===== config.mk =====
export PLATFORM = sky130hd
export DESIGN_NAME = keccak_lane_loader_flat
export DESIGN_NICKNAME = d
export VERILOG_FILES = /design/src/rtl/keccak_pkg.sv /design/src/rtl/keccak_lane_loader_if.sv /design/src/rtl/keccak_lane_shift_reg.sv /design/src/rtl/keccak_lane_loader.sv /design/src/flat_wrapper.sv
export SDC_FILE = /design/constraint.sdc
export NUM_CORES = 1
export LEC_CHECK = 0
export BUFFER_PORTS_ARGS = -buffer_cell sky130_fd_sc_hd__buf_2
export CAP_MARGIN = 20
export CORE_MARGIN = 3
export CORE_UTILIZATION = 45
export DETAILED_ROUTE_END_ITERATION = 12
export PLACE_DENSITY_LB_ADDON = 0.1
export REMOVE_ABC_BUFFERS = 1
export SLEW_MARGIN = 20
export SYNTH_ARGS = -nofsm -noshare
export SYNTH_HDL_FRONTEND = slang
export SYNTH_HIERARCHICAL = 1
export SYNTH_SLANG_ARGS = --single-unit

===== constraint.sdc =====
create_clock -name clk -period 3.1 [get_ports clk]
set_input_delay 0.62 -clock clk [delete_from_list [all_inputs] [get_ports clk]]
set_output_delay 0.62 -clock clk [all_outputs]
set_load 0.005 [all_outputs]

===== src/rtl/keccak_pkg.sv =====
// Shared constants and state encoding for the Keccak state-path front end.
package keccak_pkg;

  localparam int NUM_LANES      = 25;
  localparam int LANE_W_DEFAULT = 64;
  localparam int LANE_NUM_W     = 32;

  typedef enum logic [1:0] {
    IDLE    = 2'd0,
    SHIFT   = 2'd1,
    PRESENT = 2'd2,
    DONE    = 2'd3
  } state_t;

endpackage


===== src/rtl/keccak_lane_loader_if.sv =====
// Control, serial-input and lane-output bundle of the lane loader.
// master drives start/abort/serial bits/lane_ready; slave is the loader itself.
interface keccak_lane_loader_if #(
  parameter int LANE_W = keccak_pkg::LANE_W_DEFAULT
);
  import keccak_pkg::*;

  logic                  start;
  logic                  abort;
  logic                  in_valid;
  logic                  in_bit;
  logic                  in_ready;
  logic                  lane_valid;
  logic                  lane_ready;
  logic [LANE_NUM_W-1:0] lane_num;
  logic [LANE_W-1:0]     lane_data;
  logic                  busy;
  logic                  done;

  modport master (
    output start, abort, in_valid, in_bit, lane_ready,
    input  in_ready, lane_valid, lane_num, lane_data, busy, done
  );

  modport slave (
    input  start, abort, in_valid, in_bit, lane_ready,
    output in_ready, lane_valid, lane_num, lane_data, busy, done
  );

endinterface


===== src/rtl/keccak_lane_shift_reg.sv =====
// LANE_W-bit serial-in shift register with load enable.
// KECCAK_LANE_LOADER_MSB_FIRST_EN selects left shift (first bit lands in the MSB).
module keccak_lane_shift_reg #(
  parameter int LANE_W = 64
) (
  input  logic              clk,
  input  logic              rst_n,
  input  logic              shift_en,
  input  logic              in_bit,
  output logic [LANE_W-1:0] data
);

  generate
    if (LANE_W == 1) begin : g_single
      // Single-bit lane simply captures the accepted bit
      always_ff @(posedge clk or negedge rst_n) begin
        if (!rst_n) begin
          data <= 1'b0;
        end else if (shift_en) begin
          data <= in_bit;
        end else begin
          data <= data;
        end
      end
    end else begin : g_multi
      // Shift the accepted bit in; data is held whenever shift_en is low
      always_ff @(posedge clk or negedge rst_n) begin
        if (!rst_n) begin
          data <= {LANE_W{1'b0}};
        end else if (shift_en) begin
`ifdef KECCAK_LANE_LOADER_MSB_FIRST_EN
          data <= {data[LANE_W-2:0], in_bit};
`else
          data <= {in_bit, data[LANE_W-1:1]};
`endif
        end else begin
          data <= data;
        end
      end
    end
  endgenerate

endmodule


===== src/rtl/keccak_lane_loader.sv =====
// Serial-to-lane loader: assembles 25 lanes from a 1600-bit serial stream.
// Bit order is set in keccak_lane_shift_reg by KECCAK_LANE_LOADER_MSB_FIRST_EN.
module keccak_lane_loader #(
  parameter int LANE_W = keccak_pkg::LANE_W_DEFAULT
) (
  input logic                 clk,
  input logic                 rst_n,
  keccak_lane_loader_if.slave bus
);
  import keccak_pkg::*;

  localparam logic [5:0]            LAST_BIT  = 6'(LANE_W - 1);
  localparam logic [LANE_NUM_W-1:0] LAST_LANE = LANE_NUM_W'(NUM_LANES - 1);
  localparam logic [LANE_NUM_W-1:0] LANE_ZERO = {LANE_NUM_W{1'b0}};
  localparam logic [LANE_NUM_W-1:0] LANE_ONE  = {{(LANE_NUM_W-1){1'b0}}, 1'b1};

  state_t                state_r;
  logic [5:0]            bit_cnt_r;
  logic [LANE_NUM_W-1:0] lane_num_r;
  logic                  in_ready_r;
  logic                  lane_valid_r;
  logic                  busy_r;
  logic                  done_r;
  logic                  shift_en_s;
  logic [LANE_W-1:0]     lane_data_s;

  // abort must also block the shift so an aborted cycle stores nothing
  assign shift_en_s = (state_r == SHIFT) && bus.in_valid && !bus.abort;

  keccak_lane_shift_reg #(.LANE_W(LANE_W)) u_shift (
    .clk      (clk),
    .rst_n    (rst_n),
    .shift_en (shift_en_s),
    .in_bit   (bus.in_bit),
    .data     (lane_data_s)
  );

  // Load sequencing FSM with registered handshake and status outputs
  always_ff @(posedge clk or negedge rst_n) begin
    if (!rst_n) begin
      state_r      <= IDLE;
      bit_cnt_r    <= 6'd0;
      lane_num_r   <= LANE_ZERO;
      in_ready_r   <= 1'b0;
      lane_valid_r <= 1'b0;
      busy_r       <= 1'b0;
      done_r       <= 1'b0;
    end else if (bus.abort) begin
      state_r      <= IDLE;
      bit_cnt_r    <= 6'd0;
      lane_num_r   <= LANE_ZERO;
      in_ready_r   <= 1'b0;
      lane_valid_r <= 1'b0;
      busy_r       <= 1'b0;
      done_r       <= 1'b0;
    end else begin
      case (state_r)
        IDLE: begin
          done_r <= 1'b0;
          if (bus.start) begin
            state_r    <= SHIFT;
            bit_cnt_r  <= 6'd0;
            lane_num_r <= LANE_ZERO;
            in_ready_r <= 1'b1;
            busy_r     <= 1'b1;
          end else begin
            busy_r     <= 1'b0;
            in_ready_r <= 1'b0;
          end
        end
        SHIFT: begin
          if (bus.in_valid) begin
            if (bit_cnt_r == LAST_BIT) begin
              bit_cnt_r    <= 6'd0;
              state_r      <= PRESENT;
              in_ready_r   <= 1'b0;
              lane_valid_r <= 1'b1;
            end else begin
              bit_cnt_r <= bit_cnt_r + 6'd1;
            end
          end else begin
            bit_cnt_r <= bit_cnt_r;
          end
        end
        PRESENT: begin
          if (bus.lane_ready) begin
            lane_valid_r <= 1'b0;
            if (lane_num_r == LAST_LANE) begin
              state_r <= DONE;
              done_r  <= 1'b1;
            end else begin
              lane_num_r <= lane_num_r + LANE_ONE;
              state_r    <= SHIFT;
              in_ready_r <= 1'b1;
            end
          end else begin
            lane_valid_r <= 1'b1;
          end
        end
        DONE: begin
          done_r     <= 1'b0;
          busy_r     <= 1'b0;
          lane_num_r <= LANE_ZERO;
          state_r    <= IDLE;
        end
        default: begin
          state_r      <= IDLE;
          bit_cnt_r    <= 6'd0;
          lane_num_r   <= LANE_ZERO;
          in_ready_r   <= 1'b0;
          lane_valid_r <= 1'b0;
          busy_r       <= 1'b0;
          done_r       <= 1'b0;
        end
      endcase
    end
  end

  assign bus.in_ready   = in_ready_r;
  assign bus.lane_valid = lane_valid_r;
  assign bus.lane_num   = lane_num_r;
  assign bus.lane_data  = lane_data_s;
  assign bus.busy       = busy_r;
  assign bus.done       = done_r;

endmodule

===== src/flat_wrapper.sv =====
// flat-port wrapper written by rule: the top's interface ports become plain ports
module keccak_lane_loader_flat import keccak_pkg::*;
#(
  parameter int LANE_W = keccak_pkg::LANE_W_DEFAULT
)
  (clk, rst_n, bus_start, bus_abort, bus_in_valid, bus_in_bit, bus_lane_ready, bus_in_ready, bus_lane_valid, bus_lane_num, bus_lane_data, bus_busy, bus_done);
  keccak_lane_loader_if #(.LANE_W(LANE_W)) bus_i ();
  input logic clk;
  input logic rst_n;
  input wire logic [$bits(bus_i.start)-1:0] bus_start;
  input wire logic [$bits(bus_i.abort)-1:0] bus_abort;
  input wire logic [$bits(bus_i.in_valid)-1:0] bus_in_valid;
  input wire logic [$bits(bus_i.in_bit)-1:0] bus_in_bit;
  input wire logic [$bits(bus_i.lane_ready)-1:0] bus_lane_ready;
  output wire logic [$bits(bus_i.in_ready)-1:0] bus_in_ready;
  output wire logic [$bits(bus_i.lane_valid)-1:0] bus_lane_valid;
  output wire logic [$bits(bus_i.lane_num)-1:0] bus_lane_num;
  output wire logic [$bits(bus_i.lane_data)-1:0] bus_lane_data;
  output wire logic [$bits(bus_i.busy)-1:0] bus_busy;
  output wire logic [$bits(bus_i.done)-1:0] bus_done;
  assign bus_i.start = bus_start;
  assign bus_i.abort = bus_abort;
  assign bus_i.in_valid = bus_in_valid;
  assign bus_i.in_bit = bus_in_bit;
  assign bus_i.lane_ready = bus_lane_ready;
  assign bus_in_ready = bus_i.in_ready;
  assign bus_lane_valid = bus_i.lane_valid;
  assign bus_lane_num = bus_i.lane_num;
  assign bus_lane_data = bus_i.lane_data;
  assign bus_busy = bus_i.busy;
  assign bus_done = bus_i.done;
  keccak_lane_loader #(.LANE_W(LANE_W)) u_core (.clk(clk), .rst_n(rst_n), .bus(bus_i));
endmodule

* Yosys cells after proc, flatten, opt, wreduce, memory -nomap -nowiden
Cells that the tools add are included.
W data, S select, Z words.
** Word-level totals
- Input port bits :: 7
- Flip-flop bits (word level) :: 108
** Cells by class
- Equal/unequal tests :: 11
- $add $sub $neg :: 2
- Reduce and logical (&&, ||, !) cells :: 17
- Mux-type cells :: 35
** Operators by type and width (count)
- $mux W32 :: 4
- $pmux W32 S3 :: 1
- $add A32 B1 Y32 const B :: 1
- $eq A32 B5 Y1 const B :: 1
- $mux W6 :: 4
- $ne A3 B3 Y1 const B :: 5
- $mux W1 :: 14
- $mux W2 :: 6
- $pmux W6 S2 :: 1
- $reduce_bool A3 Y1 :: 4
- $reduce_and A3 Y1 :: 3
- $pmux W2 S4 :: 1
- $reduce_and A4 Y1 :: 2
- $reduce_bool A4 Y1 :: 2
- $add A6 B1 Y6 const B :: 1
- $eq A6 B6 Y1 const B :: 1
- $pmux W1 S2 :: 3
- $reduce_and A5 Y1 :: 1
- $eq A2 B2 Y1 const B :: 2
- $ne A3 B2 Y1 const B :: 1
- $pmux W1 S3 :: 1
- $eq A2 B1 Y1 const B :: 1
- $logic_and A1 B1 Y1 :: 2
- $logic_not A2 Y1 :: 1
- other kinds (2) :: 2

* Longest topological paths before layout
Gate-level depths: netlist of run 1.
- Word-level depth :: 5
- Depth in mapped cells :: 10
- Mapped depth without buffers :: 7

* Cells and area by module
The synthesis of run 1 kept the hierarchy.
** Modules (own cells, without submodules)
- keccak_lane_loader :: area an instance 2737.6 µm², times used 1, cells each 321
- keccak_lane_shift_reg :: area an instance 2678.8 µm², times used 1, cells each 135

* Worst setup path before layout of run 1
OpenSTA, ideal clock, no wires.
- Path type :: reg2reg
- From :: register u_core.state_r[0]
- To :: register u_core.lane_num_r[18] (netlist: u_core/bus.lane_num[18])
- Arrival time :: 2056 ps
- Setup time :: 126 ps
- Setup slack :: 918 ps
- Buffers on the path :: 3
- Required time :: 2974 ps
- Stages on the path, launching flop included :: 11
- Cell sequence :: dfrtp_1 > inv_1 > ha_1 > buf_2 > nor4bb_1 > and4_1 > a21o_1 > buf_6 > buf_2 > nor2_1 > a221o_1
** Between the ends
- Cells in the longest elaborated chain, start to end :: 3
- Elaborated cells on any way between the ends :: 10
- Those cells by class :: eq/ne (5); mux (2); reduce/logical (3)
** Ends and longest elaborated chain
- from (decl) :: RTL line keccak_lane_loader.sv:17 : state_t state_r;
- from (signal assigned) :: RTL line keccak_lane_loader.sv:41 : state_r <= IDLE;
- from (signal assigned) :: RTL line keccak_lane_loader.sv:49 : state_r <= IDLE;
- from (signal assigned) :: RTL line keccak_lane_loader.sv:61 : state_r <= SHIFT;
- $eq A2 B2 Y1 or $logic_not A2 Y1 (tied branches) :: RTL line keccak_lane_loader.sv:57 : case (state_r)
- $ne A3 B3 Y1 (no line), or another cell as far along
- $reduce_and A4 Y1 (no line) or $mux W32 (tied branches)
- to (signal assigned) :: RTL line keccak_lane_loader.sv:92 : lane_num_r <= lane_num_r + LANE_ONE;
- to (decl) :: RTL line keccak_lane_loader.sv:19 : logic [LANE_NUM_W-1:0] lane_num_r;
Parallel ways exist; a longest one is shown, timed or not.
A chain may end at the register's enable or synchronous reset.

* Worst setup path in the final report of run 1
- From :: register u_core.state_r[0]
- To :: register u_core.lane_num_r[24] (netlist: u_core/bus.lane_num[24])
The elaborated chain is that of the path after synthesis.

==> results.md, run 1 <==
- Top cells by area in the synthesized netlist: dfrtp_1, mux2_4, o21ai_0, nand2_1, buf_12
- GRT Util Overall: 0.193
- Hold WS: 0.110 ns
- Area of the multi-input gates: 0.00248 sq mm
- Cell variety after synth: 53
- Initial antenna violation count: 0
- Layout Utilization: 0.543
- Synth area leader: dfrtp_1
- P_int: 2.46 mW
- Avg Vias per Cell: 5.72
- Yosys reg bits: 108
- Slowest cell on crit path: a21o_1
- Max-cap violations: 0
- N_diodes: 0
- Clock power frac: 0.334
- Buf/Inv on CP: 1
- Die Wd: 116 um
- Bufs on Longest Clock Path: 2
- Slowest stage delay, CP: 0.54 ns
- Clk_lat worst skew: 0.35 ns
- CTS root buf: clkbuf_16
- Synth Warn #: 6
- Setup Crit Path Kind: reg -> reg
- Placed Area: 0.00600 sq mm
- Total power: 3.50 mW
- Largest net degree at the start of global routing: 50
- Post-synth ARST share: 1.00
- Share of cells above drive strength 1: 0.364
- FP Rows: 39
- Drt total wl: 12.6 mm
- Post-synthesis sequential area ratio: 0.499
- Peak supply drop: 0.000454 V
- Reg2Reg Depth: 7
- Fill cells: 1061
- Post-route ant nets: 0
- Worst path required time: 3.34 ns
- Cell Pwr Density: 555 mW/mm^2
- Setup-failing EPs final: 0
- FF-to-FF Start: u_core/state_r[0]
- Remaining DRCs: 0
- Total CTS buffers: 9
- Vias in the first global route: 3839
- Final layout net count: 575
- Slew headroom: 0.506
- Worst min path class: in -> async
- Status: finished, final reports clean
- Post-Layout Inst Area: 0.00631 sq mm
- Grt ovf: 0
- Net switching power: 1.04 mW
- Post-Place Cells: 693
- Hold buffers post-CTS: 0
- Kind of end point of the critical path: register
- H-tree depth: 3
- Combinational share of power: 0.223
- Max-slew violation count: 0
- Core area: 0.0116 sq mm
- IO buf count: 106
- CTS resizes: 0
- Worst Setup Start Kind: register
- Register area: 0.00270 sq mm
- Clk sink count: 108
- CP arrival: 2.97 ns
- GP Congestion: 0.815
- RSZ-0062 raised after global routing: no
- Die H: 116 um
- Fmax: 0.366 GHz
- Flop2flop setup slack: 0.37 ns
- Post-Syn Area: 0.00542 sq mm
- CP Depth: 7
- Die area: 0.0134 sq mm
- TritonRoute pass-1 iters: 6
- Worst reg2reg endpoint: u_core/bus.lane_num[24]
- Crit-path most repeated cell: a21o_1
- Iteration-0 DRC Markers: 349
- Yosys top cell area share: 0.499
- Avg Cell Area, Syn: 11.9 sq um
- Number of flops mapped to enable cells by yosys: 0
- Starting Density: 0.466
- CP Max Fanout: 20
- WL/cell: 17.8 um
- Final hold violations: 0
- Post-synth top cells: dfrtp_1, mux2_4, nand2_1
- Crit-path leading delay family: compound AO/OA/AOI/OAI gates
- P_leak: 3.15 nW
- Top_reg_cell synth: dfrtp_1
- Post-Layout Cell Count: 709
- Via count: 4057
- Syn Inst Count: 456
- Top-count cell post-synth: dfrtp_1
- Tmin final: 2.73 ns
- Post-Route Skew: 0.00697 ns
- Crit share post-route: 0.881
- Sw Ratio: 0.296
- Area grow syn2layout: 16.5%
- Clk pin slew, worst setup/hold paths: 0.07 ns
- Worst-Margin Slew: 0.738 ns
- Sequential Power Share: 0.443
- Top Ports: 107
- Cell Chain, Critical Path: inv_1 -> ha_1 -> nor4bb_1 -> and4_1 -> a21o_1 -> o21ai_0 -> a21o_1
- Post-CTS Setup Inserts: 0
- CTS tree: yes
- First-pass GRT wire length: 20.5 mm
- Post-DP HPWL: 8.50 mm
==> flip-flops by register name, summed over array words and instances, names as in the netlist <==
| signal | cells |
|---|---|
| u_core/bit_cnt_r | 6 |
| u_core/bus.busy | 1 |
| u_core/bus.done | 1 |
| u_core/bus.in_ready | 1 |
| u_core/bus.lane_num | 32 |
| u_core/bus.lane_valid | 1 |
| u_core/state_r | 2 |
| u_core/u_shift/data | 64 |
==> stage by stage <==
stage | setup TNS [ns] | setup slack [ns]
final | 0 | 0.370
after global routing | 0 | 0.181
after CTS | 0 | 0.431
after detailed placement | 0 | 0.444
after global placement | 0 | 0.615
after floorplan | -42.54 | -0.750
==> worst register-to-register path, cell delays in order (launching register included) <==
cell and delay [ns]:
dfrtp_1 0.41, inv_1 0.14, ha_1 0.35, nor4bb_1 0.47, and4_1 0.30, a21o_1 0.54
o21ai_0 0.21, a21o_1 0.21
==> power by group through the flow <==
stage	clock, mW	sequential (mW)	combinational [mW]
finish	1.17	1.55	0.779
global route	1.27	1.57	0.862
CTS	1.21	1.55	0.783
global placement	0	1.58	0.772
detailed placement	0	1.58	0.778
floorplan	0	1.58	0.539
==> final cells by class <==
cell class	count	area share
clock inverters	5	0.00972
clock buffers	11	0.0385
repair buffers	114	0.0960
flip-flops and latches	108	0.428
well taps	143	0.0284
inverters	11	0.00655
multi-input cells	317	0.393
==> routing by layer <==
metal / GRT usage / wire length, um
met3: 0.0282 / 706
met2: 0.279 / 5760
met4: 0.0712 / 178
met5: 0 / 0
met1: 0.295 / 5980
==> kinds of logic (layout without fill, tap and decap cells) <==
family / after synthesis / in the layout / synth area share
and+or+nand+nor: 149 / 149 / 0.150
DFF: 108 / 108 / 0.499
AOI/OAI and AO/OA: 93 / 93 / 0.108
muxes: 68 / 68 / 0.182
buffers and inverters: 31 / 141 / 0.0444
adders and majority gates: 7 / 7 / 0.0162
==> layout by cell type (no fill, tap or decap), types with 3 or more instances in the layout <==
cell / netlist / final
a21o_1: 7 / 7
nor2_1: 10 / 10
nand2_1: 36 / 36
clkbuf_16: 0 / 9
dfrtp_1: 108 / 108
a21oi_1: 17 / 17
nor3_1: 9 / 9
ha_1: 7 / 7
o31ai_1: 3 / 3
nand2b_1: 5 / 5
and4_1: 3 / 3
mux2_4: 60 / 60
a31oi_1: 14 / 14
o21ai_0: 34 / 34
buf_4: 1 / 8
mux2i_1: 4 / 4
nand4_1: 14 / 14
nor4_1: 14 / 14
or2_2: 3 / 3
and3_1: 8 / 8
buf_2: 5 / 105
or3_1: 8 / 8
nand3_1: 24 / 24
clkinvlp_4: 0 / 3
nor2b_1: 3 / 3
inv_1: 11 / 11
mux2_2: 4 / 4
==> worst max path at each step <==
| stage | from | endpoint | slack (ns) |
|---|---|---|---|
| after global routing | u_core/state_r[0] | u_core/bus.lane_num[17] | 0.18 |
| after global placement | u_core/state_r[0] | u_core/bus.lane_num[24] | 0.61 |
| after CTS | u_core/state_r[0] | u_core/bus.lane_num[24] | 0.43 |
| after floorplan | u_core/state_r[1] | u_core/u_shift/data[0] | -0.75 |
| final | u_core/state_r[0] | u_core/bus.lane_num[24] | 0.37 |
| after detailed placement | u_core/state_r[0] | u_core/bus.lane_num[18] | 0.44 |
Note: power is estimated with default switching activity, not from simulation.
==> inputs of run 2 (changes only) <==
--- a/config.mk
+++ b/config.mk
@@ -7,10 +7,11 @@
 export LEC_CHECK = 0
 export BUFFER_PORTS_ARGS = -buffer_cell sky130_fd_sc_hd__buf_2
 export CAP_MARGIN = 20
+export CORE_ASPECT_RATIO = 1.75
 export CORE_MARGIN = 3
 export CORE_UTILIZATION = 45
 export DETAILED_ROUTE_END_ITERATION = 12
-export PLACE_DENSITY_LB_ADDON = 0.1
+export PLACE_DENSITY = 0.67
 export REMOVE_ABC_BUFFERS = 1
 export SLEW_MARGIN = 20
 export SYNTH_ARGS = -nofsm -noshare
==> run 2 against run 1 <==
Against the previous run: routed wire length increased by 4.9%; maximum frequency up 5.5%; sequential power barely moved; global-route usage rose by 0.38 points; combinational power grew 2%; non-clock buffer count is the same; sequential share of layout area fell by 0.068 points; clock power about the same; clock skew rose by 0.0033 ns.
==> results.md, run 2 (same netlist as run 1, synthesis figures left out) <==
- Status: finished, final reports clean
- Largest net degree at the start of global routing: 109 (+120%)
- H-tree depth: 3 (unchanged)
- Via count: 4267 (+5.2%)
- Total CTS buffers: 9 (unchanged)
- Area grow syn2layout: 16.7%
- P_leak: 3.17 nW (+0.58%)
- Initial antenna violation count: 0 (unchanged)
- CP endpoint: u_core/bus.lane_num[22]
- Top Ports: 107 (unchanged)
- Die H: 151 um (+31%)
- Clk_lat worst skew: 0.35 ns (about the same)
- First-pass GRT wire length: 20.6 mm (+0.61%)
- Peak supply drop: 0.000323 V (-29%)
- Crit. Startpoint: u_core/state_r[0]
- Iteration-0 DRC Markers: 234 (-33%)
- Remaining DRCs: 0 (unchanged)
- N_diodes: 0 (unchanged)
- Worst Setup Start Kind: register
- Metal1 wirelength: 5.36 mm (-10%)
- Max-slew violation count: 0 (unchanged)
- CTS tree: yes
- Max FFs per register: 64 (unchanged)
- Drt total wl: 13.2 mm (+4.9%)
- Clk sink count: 108 (unchanged)
- Crit share post-route: 0.835 (-0.0458)
- Final TNS setup: 0 ns (unchanged)
- Worst-Margin Slew: 0.895 ns (+0.157 ns)
- Starting Density: 0.465 (-0.00130)
- Die Wd: 88.9 um (-23%)
- CTS root buf: clkbuf_16
- Post-route ant nets: 0 (unchanged)
- TritonRoute pass-1 iters: 5 (-1)
- Fill cells: 1007 (-5.1%)
- GRT Util Overall: 0.197 (+0.00381)
- Vias in the first global route: 4069 (+6.0%)
- Hold buffers post-CTS: 0 (unchanged)
- Worst path required time: 3.35 ns (about the same)
- CTS resizes: 0 (unchanged)
- Post-DP HPWL: 9.30 mm (+9.4%)
- Cell Pwr Density: 554 mW/mm^2 (-0.16%)
- Fmax: 0.386 GHz (+5.5%)
- Avg Vias per Cell: 6.09 (+6.4%)
- Grt ovf: 0 (unchanged)
- Share of cells above drive strength 1: 0.366 (+0.00177)
- Top Layer Used: met4
- Final hold violations: 0 (unchanged)
- WL/cell: 18.9 um (+6.1%)
- Post-Route Skew: 0.0103 ns (+0.00333 ns)
- Final layout net count: 575 (unchanged)
- CP arrival: 2.84 ns (-0.13 ns)
- Reg2Reg Depth: 7 (unchanged)
- Setup ws final: 0.512 ns (+0.142 ns)
- Max-cap violations: 0 (unchanged)
- Core area: 0.0116 sq mm (+0.28%)
- FP Rows: 52 (+33%)
- Kind of end point of the critical path: register
- Setup Crit Path Kind: reg -> reg
- Bufs on Longest Clock Path: 2 (unchanged)
- Flop2flop setup slack: 0.51 ns (+0.14 ns)
- Worst min path class: in -> async
- GP Congestion: 0.921 (+13%)
- RSZ-0062 raised after global routing: no
- Most common cell after layout, fill and taps aside: dfrtp_1
- Tmin final: 2.59 ns (-0.142 ns)
- Placement Setup Slack: 0.574 ns (+0.129 ns)
- Slew headroom: 0.402 (-0.104)
- FF-to-FF Start: u_core/state_r[0]
- Post-CTS Setup Inserts: 0 (unchanged)
- CP Max Fanout: 20 (unchanged)
- Reg with most FFs: u_core/u_shift/data
- Worst reg2reg endpoint: u_core/bus.lane_num[22]
- Met2 wire length: 6.52 mm (+13%)
- Met3 wire len: 991 um (+40%)
- Clk pin slew, worst setup/hold paths: 0.08 ns (about the same)
- Total power: 3.50 mW (about the same)
- Setup-failing EPs final: 0 (unchanged)
- IO buf count: 106 (unchanged)
- Die area: 0.0134 sq mm (+0.39%)
- Commonest non-fill, non-tap cells in the layout: dfrtp_1, buf_2, mux2_4
## run 2: metrics by stage
step	util	hold WS, ns	std cells	area [sq um]
3_3_place_gp	0.517	0.474	685	6020
2_1_floorplan	-	0.324	436	5220
3_5_place_dp	0.517	0.480	685	6020
4_1_cts	0.543	0.365	701	6320
6_report	0.543	0.343	701	6320
5_1_grt	0.543	0.386	701	6320
## run 2: layer usage
metal | global-route usage | vias up
met5 | 0 | -
met4 | 0.0924 | 0
met3 | 0.0370 | 33
met2 | 0.328 | 242
met1 | 0.243 | 2079
li1 | - | 1913
## run 2: worst min path at each step
stage,startpoint,to
detailed placement,u_core/bit_cnt_r[5],u_core/bit_cnt_r[5]
global route,rst_n,u_core/u_shift/data[20]
CTS,rst_n,u_core/bit_cnt_r[2]
floorplan,rst_n,u_core/bit_cnt_r[0]
finish,rst_n,u_core/u_shift/data[20]
global placement,u_core/bus.lane_num[31],u_core/bus.lane_num[31]
## run 2: final cells by class
| cell class | count | area [sq um] | area share |
|---|---|---|---|
| clock inverter | 7 | 73.8 | 0.0117 |
| inverter | 11 | 41.3 | 0.00653 |
| tap | 135 | 169 | 0.0267 |
| multi-input combinational | 317 | 2480 | 0.392 |
| clock buffer | 9 | 225 | 0.0356 |
| sequential | 108 | 2700 | 0.428 |
| timing repair buffer | 114 | 631 | 0.0998 |
## run 2: report_power, final
part	total (mW)	switching, mW	internal [mW]
combinational	0.791	0.457	0.334
clock	1.16	0.579	0.576
sequential	1.55	0.0682	1.49
total	3.50	1.10	2.40
## run 2: worst max-delay path, cell delays in order (launching register included)
cell and delay (ns):
dfrtp_1 0.42, inv_1 0.13, ha_1 0.34, nor4bb_1 0.37, and4_1 0.29, a21o_1 0.51, o21ai_0 0.22, a21o_1 0.21
==> inputs of run 3 (changes only) <==
==> constraint.sdc (replaced) <==
create_clock -name clk -period 2.5 [get_ports clk]
set_input_delay 0.5 -clock clk [delete_from_list [all_inputs] [get_ports clk]]
set_output_delay 0.5 -clock clk [all_outputs]
set_load 0.005 [all_outputs]
==> run 3 against run 2 <==
Against the previous run: clock skew decreased by 0.0048 ns; critical path type unchanged; setup slack got worse by 0.33 ns; highest routed layer unchanged; combinational power grew 30%; die area stayed put; largest power group unchanged; via count down 0.70%; maximum frequency up 12%.
==> results.md, run 3 (same netlist as run 1, synthesis figures left out) <==
- Clock power frac: 0.330 (about the same)
- Post-route ant nets: 0 (unchanged)
- Post-Layout Inst Area: 0.00646 sq mm (+2.2%)
- Placed Area: 0.00613 sq mm (+1.9%)
- WL/cell: 19.2 um (+1.8%)
- Setup Crit Path Kind: reg -> reg
- Via count: 4237 (-0.70%)
- Max FFs per register: 64 (unchanged)
- Post-Place Cells: 697 (+1.8%)
- CP arrival: 2.56 ns (-0.28 ns)
- Commonest non-fill, non-tap cells in the layout: dfrtp_1, buf_2, mux2_4
- Worst min path class: in -> async
- FF-to-FF Start: u_core/state_r[0]
- Die H: 151 um (unchanged)
- P_int: 3.08 mW (+29%)
- Clk_lat worst skew: 0.34 ns (about the same)
- Worst-Margin Slew: 0.734 ns (-0.161 ns)
- Die Wd: 88.9 um (unchanged)
- Avg Vias per Cell: 5.93 (-2.5%)
- Grt ovf: 0 (unchanged)
- Layout Utilization: 0.555 (+0.0121)
- Iteration-0 DRC Markers: 144 (-38%)
- Top Ports: 107 (unchanged)
- Initial antenna violation count: 0 (unchanged)
- Post-DP HPWL: 9.83 mm (+5.6%)
- Status: finished, final reports clean
- Worst Setup Start Kind: register
- Bufs on Longest Clock Path: 2 (unchanged)
- Post-Route Skew: 0.00553 ns (-0.00477 ns)
- Largest net degree at the start of global routing: 53 (-51%)
- P_leak: 3.23 nW (+2.1%)
- Peak supply drop: 0.000363 V (+13%)
- Core area: 0.0116 sq mm (unchanged)
- Total CTS buffers: 9 (unchanged)
- GP Congestion: 0.926 (+0.58%)
- Die area: 0.0134 sq mm (unchanged)
- Max-slew violation count: 0 (unchanged)
- Tmin final: 2.32 ns (-0.268 ns)
- Reg with most FFs: u_core/u_shift/data
- TritonRoute pass-1 iters: 4 (-1)
- Worst path required time: 2.73 ns (-0.62 ns)
- Final TNS setup: 0 ns (unchanged)
- Crit share post-route: 0.928 (+0.0932)
- FP Rows: 52 (unchanged)
- Final layout net count: 588 (+2.3%)
- Cell Pwr Density: 684 mW/mm^2 (+23%)
- CP Max Fanout: 17 (-15%)
- Clk pin slew, worst setup/hold paths: 0.07 ns (about the same)
- Clk sink count: 108 (unchanged)
- Drt total wl: 13.7 mm (+3.7%)
- H-tree depth: 3 (unchanged)
- CTS root buf: clkbuf_16
- Fmax: 0.431 GHz (+12%)
- Share of cells above drive strength 1: 0.383 (+0.0177)
- Most common cell after layout, fill and taps aside: dfrtp_1
- Max-cap violations: 0 (unchanged)
- Area grow syn2layout: 19.3%
- Final hold violations: 0 (unchanged)
- Sw Ratio: 0.301 (-0.0139)
- Vias in the first global route: 4296 (+5.6%)
- Slew headroom: 0.509 (+0.107)
- Post-Layout Cell Count: 714 (+1.9%)
- CTS tree: yes
- Setup-failing EPs final: 0 (unchanged)
- Sequential Power Share: 0.437 (-0.007)
- N_diodes: 0 (unchanged)
- Net switching power: 1.33 mW (+21%)
- Remaining DRCs: 0 (unchanged)
- Kind of end point of the critical path: register
- IO buf count: 106 (unchanged)
- GRT Util Overall: 0.205 (+0.00763)
- Combinational share of power: 0.234 (+0.008)
- Starting Density: 0.465 (unchanged)
- Crit. Startpoint: u_core/state_r[0]
- First-pass GRT wire length: 21.6 mm (+4.5%)
## run 3: worst paths after layout
path	endpoint	slack, ns	cells after the start
worst min register to register	u_core/u_shift/data[0]	0.51	1
worst max register to register	u_core/bus.lane_num[16]	0.18	8
worst max-delay path	u_core/bus.lane_num[16]	0.18	8
worst min-delay path	u_core/u_shift/data[19]	0.17	1
max in group asynchronous	u_core/u_shift/data[63]	1.65	2
min in group clk	u_core/u_shift/data[63]	0.39	2
## run 3: per-layer routing
layer / global-route usage / share of wire
met1: 0.241 / 0.40
met2: 0.355 / 0.50
met3: 0.0381 / 0.061
met4: 0.0909 / 0.035
met5: 0 / 0
## run 3: power groups by stage
stage | Sequential, mW | Clock [mW] | Combinational (mW)
global placement | 1.95 | 0 | 0.992
floorplan | 1.95 | 0 | 0.669
global route | 1.94 | 1.58 | 1.13
finish | 1.93 | 1.46 | 1.03
detailed placement | 1.96 | 0 | 1.01
CTS | 1.93 | 1.50 | 1.02
## run 3: worst max-delay path: stages, from the launching register on
cell and delay [ns]:
dfrtp_1 0.42, inv_1 0.13, ha_2 0.29, nor4bb_2 0.34, nand4_1 0.24, o31ai_4 0.28
buf_4 0.29, o21ai_0 0.14, o41ai_1 0.08
## run 3: timing repair
action                     in CTS  in global routing
resized for setup               0                  2
setup endpoints to repair       0                 27
hold buffers                    0                  0
setup buffers                   0                  1
## run 3: area by class of cell
cell class / instances / area, sq um
clock buffer: 9 / 225
sequential: 108 / 2700
inverter: 11 / 41.3
tap: 135 / 169
fill: 1022 / 5190
multi-input combinational: 317 / 2480
clock inverter: 7 / 83.8
timing repair buffer: 127 / 753
## run 3: through the flow
stage | hold WS, ns | worst slack [ns] | power [mW]
5_1_grt | 0.203 | -0.0271 | 4.65
4_1_cts | 0.176 | 0.0763 | 4.44
2_1_floorplan | 0.204 | -1.35 | 2.62
3_5_place_dp | 0.498 | 0.117 | 2.97
6_report | 0.171 | 0.180 | 4.42
3_3_place_gp | 0.474 | 0.228 | 2.94
